<file path="config.mk">
export PLATFORM = sky130hd
export DESIGN_NAME = dice_roll_gen
export DESIGN_NICKNAME = d
export VERILOG_FILES = /design/src/rtl/dice_roll_gen.sv
export SDC_FILE = /design/constraint.sdc
export NUM_CORES = 1
export LEC_CHECK = 0
export CAP_MARGIN = 20
export CORE_MARGIN = 10
export CORE_UTILIZATION = 37
export DETAILED_ROUTE_END_ITERATION = 8
export PLACE_DENSITY = 0.65
export REMOVE_ABC_BUFFERS = 1
export SYNTH_ARGS = -nofsm -noshare
export SYNTH_HDL_FRONTEND = slang
export SYNTH_SLANG_ARGS = --single-unit
</file>
<file path="constraint.sdc">
create_clock -name clk -period 2.1 [get_ports clk]
set_input_delay 0.42 -clock clk [delete_from_list [all_inputs] [get_ports clk]]
set_output_delay 0.42 -clock clk [all_outputs]
set_load 0.005 [all_outputs]
</file>
<file path="src/rtl/dice_roll_gen.sv">
// dice_roll_gen
//   Upstream stage of the dual-dice comparator. A user-stoppable LED chaser
//   provides the user face. Three further faces are drawn from a free-running
//   8-bit Fibonacci LFSR, using rejection sampling to get values in 1..6. All
//   four faces are registered. They stay stable until overwritten by a later
//   round. roll_valid pulses for one cycle when a round completes.
//
// Ports
//   clk               in   system clock, rising edge
//   rst_n             in   asynchronous active-low reset
//   start             in   begin a round (honoured in IDLE only)
//   stop              in   user stop press (honoured in CHASE only)
//   chase_led         out  [2:0] face currently shown by the chaser, 1..6
//   led_chaser_user   out  [2:0] face latched at stop
//   led_chaser_random out  [2:0] first LFSR face
//   random_number_1   out  [2:0] second LFSR face
//   random_number_2   out  [2:0] third LFSR face
//   roll_valid        out  one-cycle pulse, all four faces new and stable
//   busy              out  high in every state except IDLE
//
// Face value 0 means "no roll yet" and is never produced by a round.

module dice_roll_gen #(
   parameter logic [7:0]  LFSR_SEED = 8'hA5,
   parameter int unsigned CHASE_DIV = 4
) (
   input  logic       clk,
   input  logic       rst_n,
   input  logic       start,
   input  logic       stop,
   output logic [2:0] chase_led,
   output logic [2:0] led_chaser_user,
   output logic [2:0] led_chaser_random,
   output logic [2:0] random_number_1,
   output logic [2:0] random_number_2,
   output logic       roll_valid,
   output logic       busy
);

   typedef enum logic [2:0] {
      IDLE,
      CHASE,
      DRAW_R,
      DRAW_1,
      DRAW_2,
      DONE
   } state_t;

   // An all-zero seed would lock the LFSR, so it is replaced by 8'h01.
   localparam logic [7:0] LFSR_INIT = (LFSR_SEED == 8'h00) ? 8'h01 : LFSR_SEED;
   localparam logic [7:0] DIV_LAST  = 8'(CHASE_DIV - 1);

   state_t     state;
   logic [7:0] lfsr;
   logic [7:0] div;
   logic       lfsr_fb;
   logic [2:0] cand;
   logic       cand_ok;
   logic [2:0] chase_next;

   // x^8 + x^6 + x^5 + x^4 + 1, shifting toward the MSB
   assign lfsr_fb    = lfsr[7] ^ lfsr[5] ^ lfsr[4] ^ lfsr[3];
   assign cand       = lfsr[2:0];
   assign cand_ok    = (cand != 3'd0) && (cand != 3'd7);
   assign chase_next = (chase_led == 3'd6) ? 3'd1 : chase_led + 3'd1;

   always_ff @(posedge clk or negedge rst_n) begin
      if (!rst_n) begin
         state             <= IDLE;
         lfsr              <= LFSR_INIT;
         div               <= '0;
         chase_led         <= 3'd1;
         led_chaser_user   <= '0;
         led_chaser_random <= '0;
         random_number_1   <= '0;
         random_number_2   <= '0;
         roll_valid        <= 1'b0;
         busy              <= 1'b0;
      end else begin
         lfsr       <= {lfsr[6:0], lfsr_fb};
         roll_valid <= 1'b0;

         unique case (state)
            IDLE: begin
               // start takes priority over a simultaneous stop
               if (start) begin
                  state     <= CHASE;
                  busy      <= 1'b1;
                  chase_led <= 3'd1;
                  div       <= '0;
               end
            end

            CHASE: begin
               if (div == DIV_LAST) begin
                  div       <= '0;
                  chase_led <= chase_next;
               end else begin
                  div <= div + 8'd1;
               end
               // Latch the face on display now. An advance on the same edge
               // does not affect the latched value.
               if (stop) begin
                  led_chaser_user <= chase_led;
                  state           <= DRAW_R;
               end
            end

            DRAW_R: begin
               if (cand_ok) begin
                  led_chaser_random <= cand;
                  state             <= DRAW_1;
               end
            end

            DRAW_1: begin
               if (cand_ok) begin
                  random_number_1 <= cand;
                  state           <= DRAW_2;
               end
            end

            DRAW_2: begin
               if (cand_ok) begin
                  random_number_2 <= cand;
                  state           <= DONE;
                  roll_valid      <= 1'b1;
               end
            end

            DONE: begin
               state <= IDLE;
               busy  <= 1'b0;
            end

            default: begin
               state <= IDLE;
               busy  <= 1'b0;
            end
         endcase
      end
   end

endmodule

</file>
== Word level (Yosys, flattened, before mapping) ==
Index checks and enable logic that the tools add are counted.
Word-level totals
  bits in writable memories: 0
  memory bits (read-only): 0
  bits of input ports: 4
  output and inout bits: 17
  register bits: 36
  memories kept: 0
  logic and storage cells: 58
  latch bits: 0
Cells by class
  muxes and demuxes: 16
  divide/modulo/power cells: 0
  shift operators: 0
  bitwise operators: 4
  eq/ne operators: 13
  add/subtract/negate cells: 2
  $lt $le $gt $ge: 0
  reductions and logical operators: 13
  multipliers: 0
Operators with widths (count)
  3-bit two-way mux: 7
  8-bit two-way mux: 2
  8-bit case mux with 2 select lines: 1
  3-bit case mux with 5 select lines: 1
  2-bit inequality test, second input constant: 6
  2-bit AND reduction: 6
  8-bit by 1-bit adder with 8-bit output, second input constant: 1
  8-bit by 2-bit equality test with 1-bit output, second input constant: 1
  3-bit by 2-bit equality test with 1-bit output, second input constant: 2
  3-bit equality test, second input constant: 2
  3-bit case mux with 2 select lines: 1
  5-bit AND reduction: 1
  4-bit OR reduction: 1
  3-bit by 1-bit adder with 3-bit output, second input constant: 1
  3-bit by 1-bit equality test with 1-bit output, second input constant: 1
  3-bit logical NOT: 1
  1-bit two-way mux: 3
  3-bit inequality test, second input constant: 1
  3-bit AND reduction: 1
  3-bit nonzero test: 1
  1-bit XOR: 3
  1-bit case mux with 2 select lines: 1
  2-bit nonzero test: 1
  1-bit logical AND: 1
  1-bit NOT: 1

== Logic depth before layout (Yosys ltp) ==
Gate-level depths: netlist of run 1.
  depth after elaboration: 4
  depth in mapped cells: 5
  depth with buffers taken out: 5

== Worst setup path before layout of run 1 ==
OpenSTA, ideal clock, no wires.
  kind: flip-flop to flip-flop
  from: reg state[2]
  to: reg random_number_1[1]
  stages on the path, launching flop included: 6
  buffers on the path: 1
  period minus slack after synthesis: 1.516 ns
  required time: 1.975 ns
  setup slack: 0.584 ns
  data arrival time: 1.391 ns
  library setup time: 0.125 ns
  cell sequence: dfrtp_1 buf_6 nand2b_1 or2_1 nor3_2 mux2_2
Between the ends
  longest elaborated chain between the ends: 2
Ends and longest elaborated chain
  start, declared: RTL line 53  | state_t state;
  start signal, assigned: RTL line 69  | state <= IDLE;
  start signal, assigned: RTL line 87  | state <= CHASE;
  start signal, assigned: RTL line 105  | state <= DRAW_R;
  3-bit by 2-bit equality test with 1-bit output: RTL line 83  | unique case (state)
  2-bit AND reduction (no source line)
  end signal, assigned: RTL line 118  | random_number_1 <= cand;
  end, declared: RTL line 34  | output logic [2:0] random_number_1,
No other way between the ends.
A chain may end at the register's enable or synchronous reset.

== Worst setup path after layout of run 1 ==
  from: reg chase_led[0]
  to: out chase_led[0]
RTL lines
  start, declared: RTL line 31  | output logic [2:0] chase_led,
  start signal, assigned: RTL line 97  | chase_led <= chase_next;
No word-level cell between the ends.

==> results.cfg, run 1 <==
[cts]
cts_buffers = 5
path_clk_slew_ns = 0.07
cts_max_path_buffers = 2
cts_sinks = 36
post_cts_buffers = 0
cts.repair.resized = 0
cts_tree = yes
clk_latency_ns = 0.28
htreeDepth = 2
cts_hold_buf = 0
cts_root_buf = clkbuf_8

[sta]
setup_viol = 0
hold_viol_final = 0
fin_crit_sh_pct = 85.3
tightest_slew_ns = 0.521
finalSetupTns_ns = 0
rsz0062_at_grt = no
slew_headroom_pct = 65.1
slew_violations = 0
max_freq_mhz = 558
hold_slack_ns = 0.363
fin_worst_skew_ns = 0.00957
min_period_ns = 1.79

[finish]
nets = 170
num_antenna_cells = 0
seqCellArea_sq_um = 907
fillerInstances = 408
synthToLayoutAreaGrowth_pct = 22.4
post-route-util_pct = 46.3
multiInputGateArea_sq_um = 693
drive_gt1_share_pct = 21.1

[grt]
grt_pass1_vias = 1209
grtUsageTotal_pct = 8.79
grt_pass1_wl_um = 5440
grt_antenna_before_repair = 0
gr-total-overflow = 0
grt_max_degree = 37

[place]
port_buffers = 20
routabilityCongestion = 0.777
detailed_place_hpwl_um = 2270

[synthesis]
syn_area_sq_um = 1640
ys_async_sr_fraction_pct = 100
ys_seq_elements = 36
ys.flop_type = dfrtp_1
ys_warn_count = 0
synthMuxAreaShare_pct = 9.40
synthSimpleGateAreaFrac_pct = 15.6
seq_area_frac_synth_pct = 55.4
yosysUniqueCellTypes = 47
synth-compound-area-share_pct = 13.9
synthAdderAreaFrac_pct = 0.765
postSynthCellCount = 138
post_synth_xor_area_fraction_pct = 2.68
syn_area_per_cell_sq_um = 11.9
synth_edf_count = 0
synth_top_family_by_area = simple AND/OR/NAND/NOR gates

[drt]
top_layer = met4
wl_um = 3120
drt-met1-wl_um = 1400
first_pass_iters = 6
vias = 1169
wire_per_inst_um = 14.3
drc = 0
wl_met3_um = 188
drtIter0Drc = 126
via_per_inst = 5.36
ant_nets = 0
wl_met2_um = 1490

[worst_setup_path]
arrival_ns = 1.37
critical_path.max_fanout = 5
worst_ep_required_time_ns = 1.68
crit_type = register to output pin
cp-start-kind = register
crit_path_end_kind = output pin
path_cells = clkdlybuf4s50_1
crit_family = flip-flops
crit_path_max_incr_delay_ns = 0.58
crit_buf_inv = 1
cpMaxStageDelayCell = dfstp_2

[floorplanning]
die_w_um = 86.5
row_count = 24
dieArea_sq_um = 7480
core_region_area_sq_um = 4320
pin_count = 21
initial_core_util_pct = 37.8
die_h_um = 86.5

[pwr]
p_leak_nw = 0.844
power.density_nw_per_um2 = 898
vdd_ir_drop_max_uv = 439

[status]
status = finished clean

[run]
maxCapViolCount = 0

[min_path]
hold_class = register to register
synthesized netlist by cell type, drive strengths merged, types with 2 or more instances:
cell type / instances / area share, %
inv: 4 / 0.92
nor2: 7 / 1.8
a22o: 2 / 1.1
nor3: 3 / 1.5
mux2: 11 / 7.6
and3: 3 / 1.1
nand2b: 3 / 1.1
a21oi: 6 / 2.8
o22ai: 3 / 1.1
or2: 2 / 0.77
dfstp: 5 / 8.0
nand3: 4 / 1.8
mux2i: 3 / 1.8
a211oi: 2 / 0.92
buf: 2 / 0.99
or3: 2 / 0.76
a22oi: 2 / 0.92
nand2: 9 / 2.1
dfrtp: 31 / 47
nand4: 2 / 0.76
o21ai: 12 / 3.7
xnor2: 4 / 2.1
power by group:
part           switching [W]  leakage, nW  total (W)  internal [W]
Combinational       0.000176        0.339   0.000375      0.000199
Clock               0.000228       0.0515   0.000527      0.000299
Sequential          0.000110        0.453   0.000896      0.000786
per-layer routing:
layer	global-route usage, %	vias to the layer above
met5	0	-
met4	2.95	0
met3	3.28	5
met2	14.0	25
met1	10.7	581
li1	-	558
logic make-up after synthesis:
family,after synthesis
adder cells (fa/ha/maj),1
flip-flops,36
AO/OA/AOI/OAI,34
multiplexers,14
AND/OR/NAND/NOR,41
buffers and inverters,7
XOR/XNOR,5
registers in the layout, summed over array words and instances, names as in the netlist:
register           flops
busy                   1
chase_led              3
div                    8
led_chaser_random      3
led_chaser_user        3
lfsr                   8
random_number_1        3
random_number_2        3
roll_valid             1
state                  3
final timing paths:
| check | slack, ns | cells past startpoint | to | from |
|---|---|---|---|---|
| max | 0.31 | 1 | chase_led[0] | chase_led[0] |
| min | 0.36 | 0 | lfsr[7] | lfsr[6] |
| max reg2reg | 0.45 | 4 | random_number_1[2] | state[2] |
| min reg2reg | 0.36 | 0 | lfsr[7] | lfsr[6] |
| max in group asynchronous | 1.20 | 2 | lfsr[0] | rst_n |
| min in group asynchronous | 0.54 | 2 | led_chaser_random[2] | rst_n |
metrics by stage:
| stage | total power, W | setup slack, ns | std cells | instance area (sq um) |
|---|---|---|---|---|
| 6_report | 0.00180 | 0.309 | 218 | 2000 |
| 5_1_grt | 0.00190 | 0.257 | 218 | 2000 |
| 4_1_cts | 0.00182 | 0.294 | 218 | 2000 |
| 3_5_place_dp | 0.00129 | 0.449 | 210 | 1900 |
| 3_3_place_gp | 0.00128 | 0.500 | 210 | 1900 |
| 2_1_floorplan | 0.00111 | 0.595 | 135 | 1620 |
placed cells by master, fill, tap and decap left out, types with 2 or more instances in the layout:
cell type,n
clkdlybuf4s50_1,20
a22oi_1,2
o22ai_1,3
nand4_1,2
dfrtp_1,31
dfstp_2,5
nand2_1,9
o21ai_0,11
nand2b_1,3
and3_1,3
buf_4,3
mux2_2,10
a21oi_1,4
a22o_1,2
a211oi_1,2
inv_1,4
xnor2_1,4
mux2i_1,3
clkbuf_8,7
nor2_1,6
nand3_1,2
nor3_2,2
or3_1,2
nand3_2,2
final cells by class:
| type | instances | share of cell area (%) |
|---|---|---|
| Sequential cell | 36 | 45.3 |
| Clock buffer | 8 | 5.00 |
| Multi-Input combinational cell | 95 | 34.6 |
| Inverter | 4 | 0.750 |
| Timing Repair Buffer | 23 | 11.1 |
| Tap cell | 52 | 3.25 |
No activity file was read; power rests on OpenSTA's default activity.
==> run 2: changes to the inputs <==
==> constraint.sdc (replaced) <==
create_clock -name clk -period 2.1 [get_ports clk]
set_input_delay 0.21 -clock clk [delete_from_list [all_inputs] [get_ports clk]]
set_output_delay 0.21 -clock clk [all_outputs]
set_load 0.005 [all_outputs]
==> results.cfg, run 2 (synthesized netlist as in run 1, its figures left out) <==
[pwr]
power.density_nw_per_um2 = 882
finalPower_w = 0.00175
vdd_ir_drop_max_uv = 366
p_leak_nw = 0.838

[cts]
clk_latency_ns = 0.29
cts_sinks = 36
cts_buffers = 5
post_cts_buffers = 0
cts.repair.resized = 0
path_clk_slew_ns = 0.07
cts_root_buf = clkbuf_8
cts_hold_buf = 0
cts_max_path_buffers = 2
htreeDepth = 2
cts_tree = yes

[sta]
min_period_ns = 1.70
hold_viol_final = 0
rsz0062_at_grt = no
setup_viol = 0
tightest_slew_ns = 0.499
max_freq_mhz = 589
slew_violations = 0
slew_headroom_pct = 66.6
fin_crit_sh_pct = 80.8
finalSetupTns_ns = 0
fin_worst_skew_ns = 0.00693

[place]
placed_area_sq_um = 1900
dp.cells = 209
port_buffers = 20
routabilityCongestion = 0.819
detailed_place_hpwl_um = 2330

[finish]
top_regs = div: 8 flops, lfsr: 8 flops
drive_gt1_share_pct = 21.2
nets = 169
final_area_sq_um = 1990
final_cells = 217
mostFrequentLayoutCells = dfrtp_1 (31), clkdlybuf4s50_1 (20), o21ai_0 (11)
seqCellArea_sq_um = 907
multiInputGateArea_sq_um = 693
num_antenna_cells = 0
synthToLayoutAreaGrowth_pct = 21.5
layout_commonest_cell = dfrtp_1
fillerInstances = 423

[worst_setup_path]
crit_type = register to register
worstReg2RegStart = state[0]
critPathLaunch = state[0]
crit_path_end_kind = register
cp-start-kind = register
arrival_ns = 1.87
worst_ep_required_time_ns = 2.28
critical_path.max_fanout = 13

[floorplanning]
core_region_area_sq_um = 4320
initial_core_util_pct = 37.8
die_w_um = 86.5
dieArea_sq_um = 7480
die_h_um = 86.5
pin_count = 21
row_count = 24

[run]
maxCapViolCount = 0

[grt]
grtUsageTotal_pct = 9.49
grt_max_degree = 37
gr-total-overflow = 0
grt_pass1_vias = 1187
grt_antenna_before_repair = 0
grt_pass1_wl_um = 5710

[drt]
ant_nets = 0
drc = 0
drtIter0Drc = 98
vias = 1148
wire_per_inst_um = 14.7
wl_um = 3190
via_per_inst = 5.29
first_pass_iters = 4

[status]
status = finished clean

[min_path]
hold_class = input pin to async pin
[run 2: cell count changes in the layout (fill, tap and decap cells not counted), sizes merged]
cell	delta
buf	-1
clkbuf	-2
clkinv	+2
[run 2: area by class of cell]
class	count	share of cell area, %
Timing Repair Buffer	22	10.8
Multi-Input combinational cell	95	34.9
Clock inverter	2	0.503
Inverter	4	0.755
Sequential cell	36	45.6
Tap cell	52	3.27
Clock buffer	6	4.15
[run 2: routing by layer]
| layer | up-vias | global-route usage [%] | share of wire, % |
|---|---|---|---|
| li1 | 554 | - | - |
| met1 | 558 | 11.0 | 42 |
| met2 | 28 | 14.4 | 49 |
| met3 | 8 | 4.88 | 7.4 |
| met4 | 0 | 3.98 | 1.9 |
| met5 | - | 0 | 0 |
[run 2: metrics by stage]
| stage | setup WS, ns | util (%) | hold WS [ns] |
|---|---|---|---|
| after floorplan | 0.595 | - | -0.0856 |
| after global placement | 0.499 | 43.8 | 0.338 |
| after detailed placement | 0.415 | 43.8 | 0.348 |
| after CTS | 0.401 | 46.0 | 0.339 |
| after global routing | 0.265 | 46.0 | 0.358 |
| final | 0.403 | 46.0 | 0.329 |
[run 2: worst paths after layout]
| check | endpoint | slack [ns] | cells past startpoint |
|---|---|---|---|
| min in group clk | lfsr[7] | 0.35 | 0 |
| worst min-delay path | led_chaser_random[1] | 0.33 | 2 |
| max in group asynchronous | chase_led[0] | 1.42 | 2 |
| worst min register to register | lfsr[7] | 0.35 | 0 |
| worst max-delay path | random_number_1[2] | 0.40 | 4 |
| worst max register to register | random_number_1[2] | 0.40 | 4 |
[run 2: power by group]
part	total [W]	internal, W	switching (W)
clock	0.000496	0.000261	0.000235
sequential	0.000910	0.000786	0.000124
combinational	0.000348	0.000188	0.000161
total	0.00175	0.00123	0.000519
[run 2: worst max-delay path, cell delays in order, from the launching register on]
cell	delay, ns
dfrtp_1	0.57
inv_1	0.15
or2_1	0.32
nor3_2	0.19
mux2_2	0.35
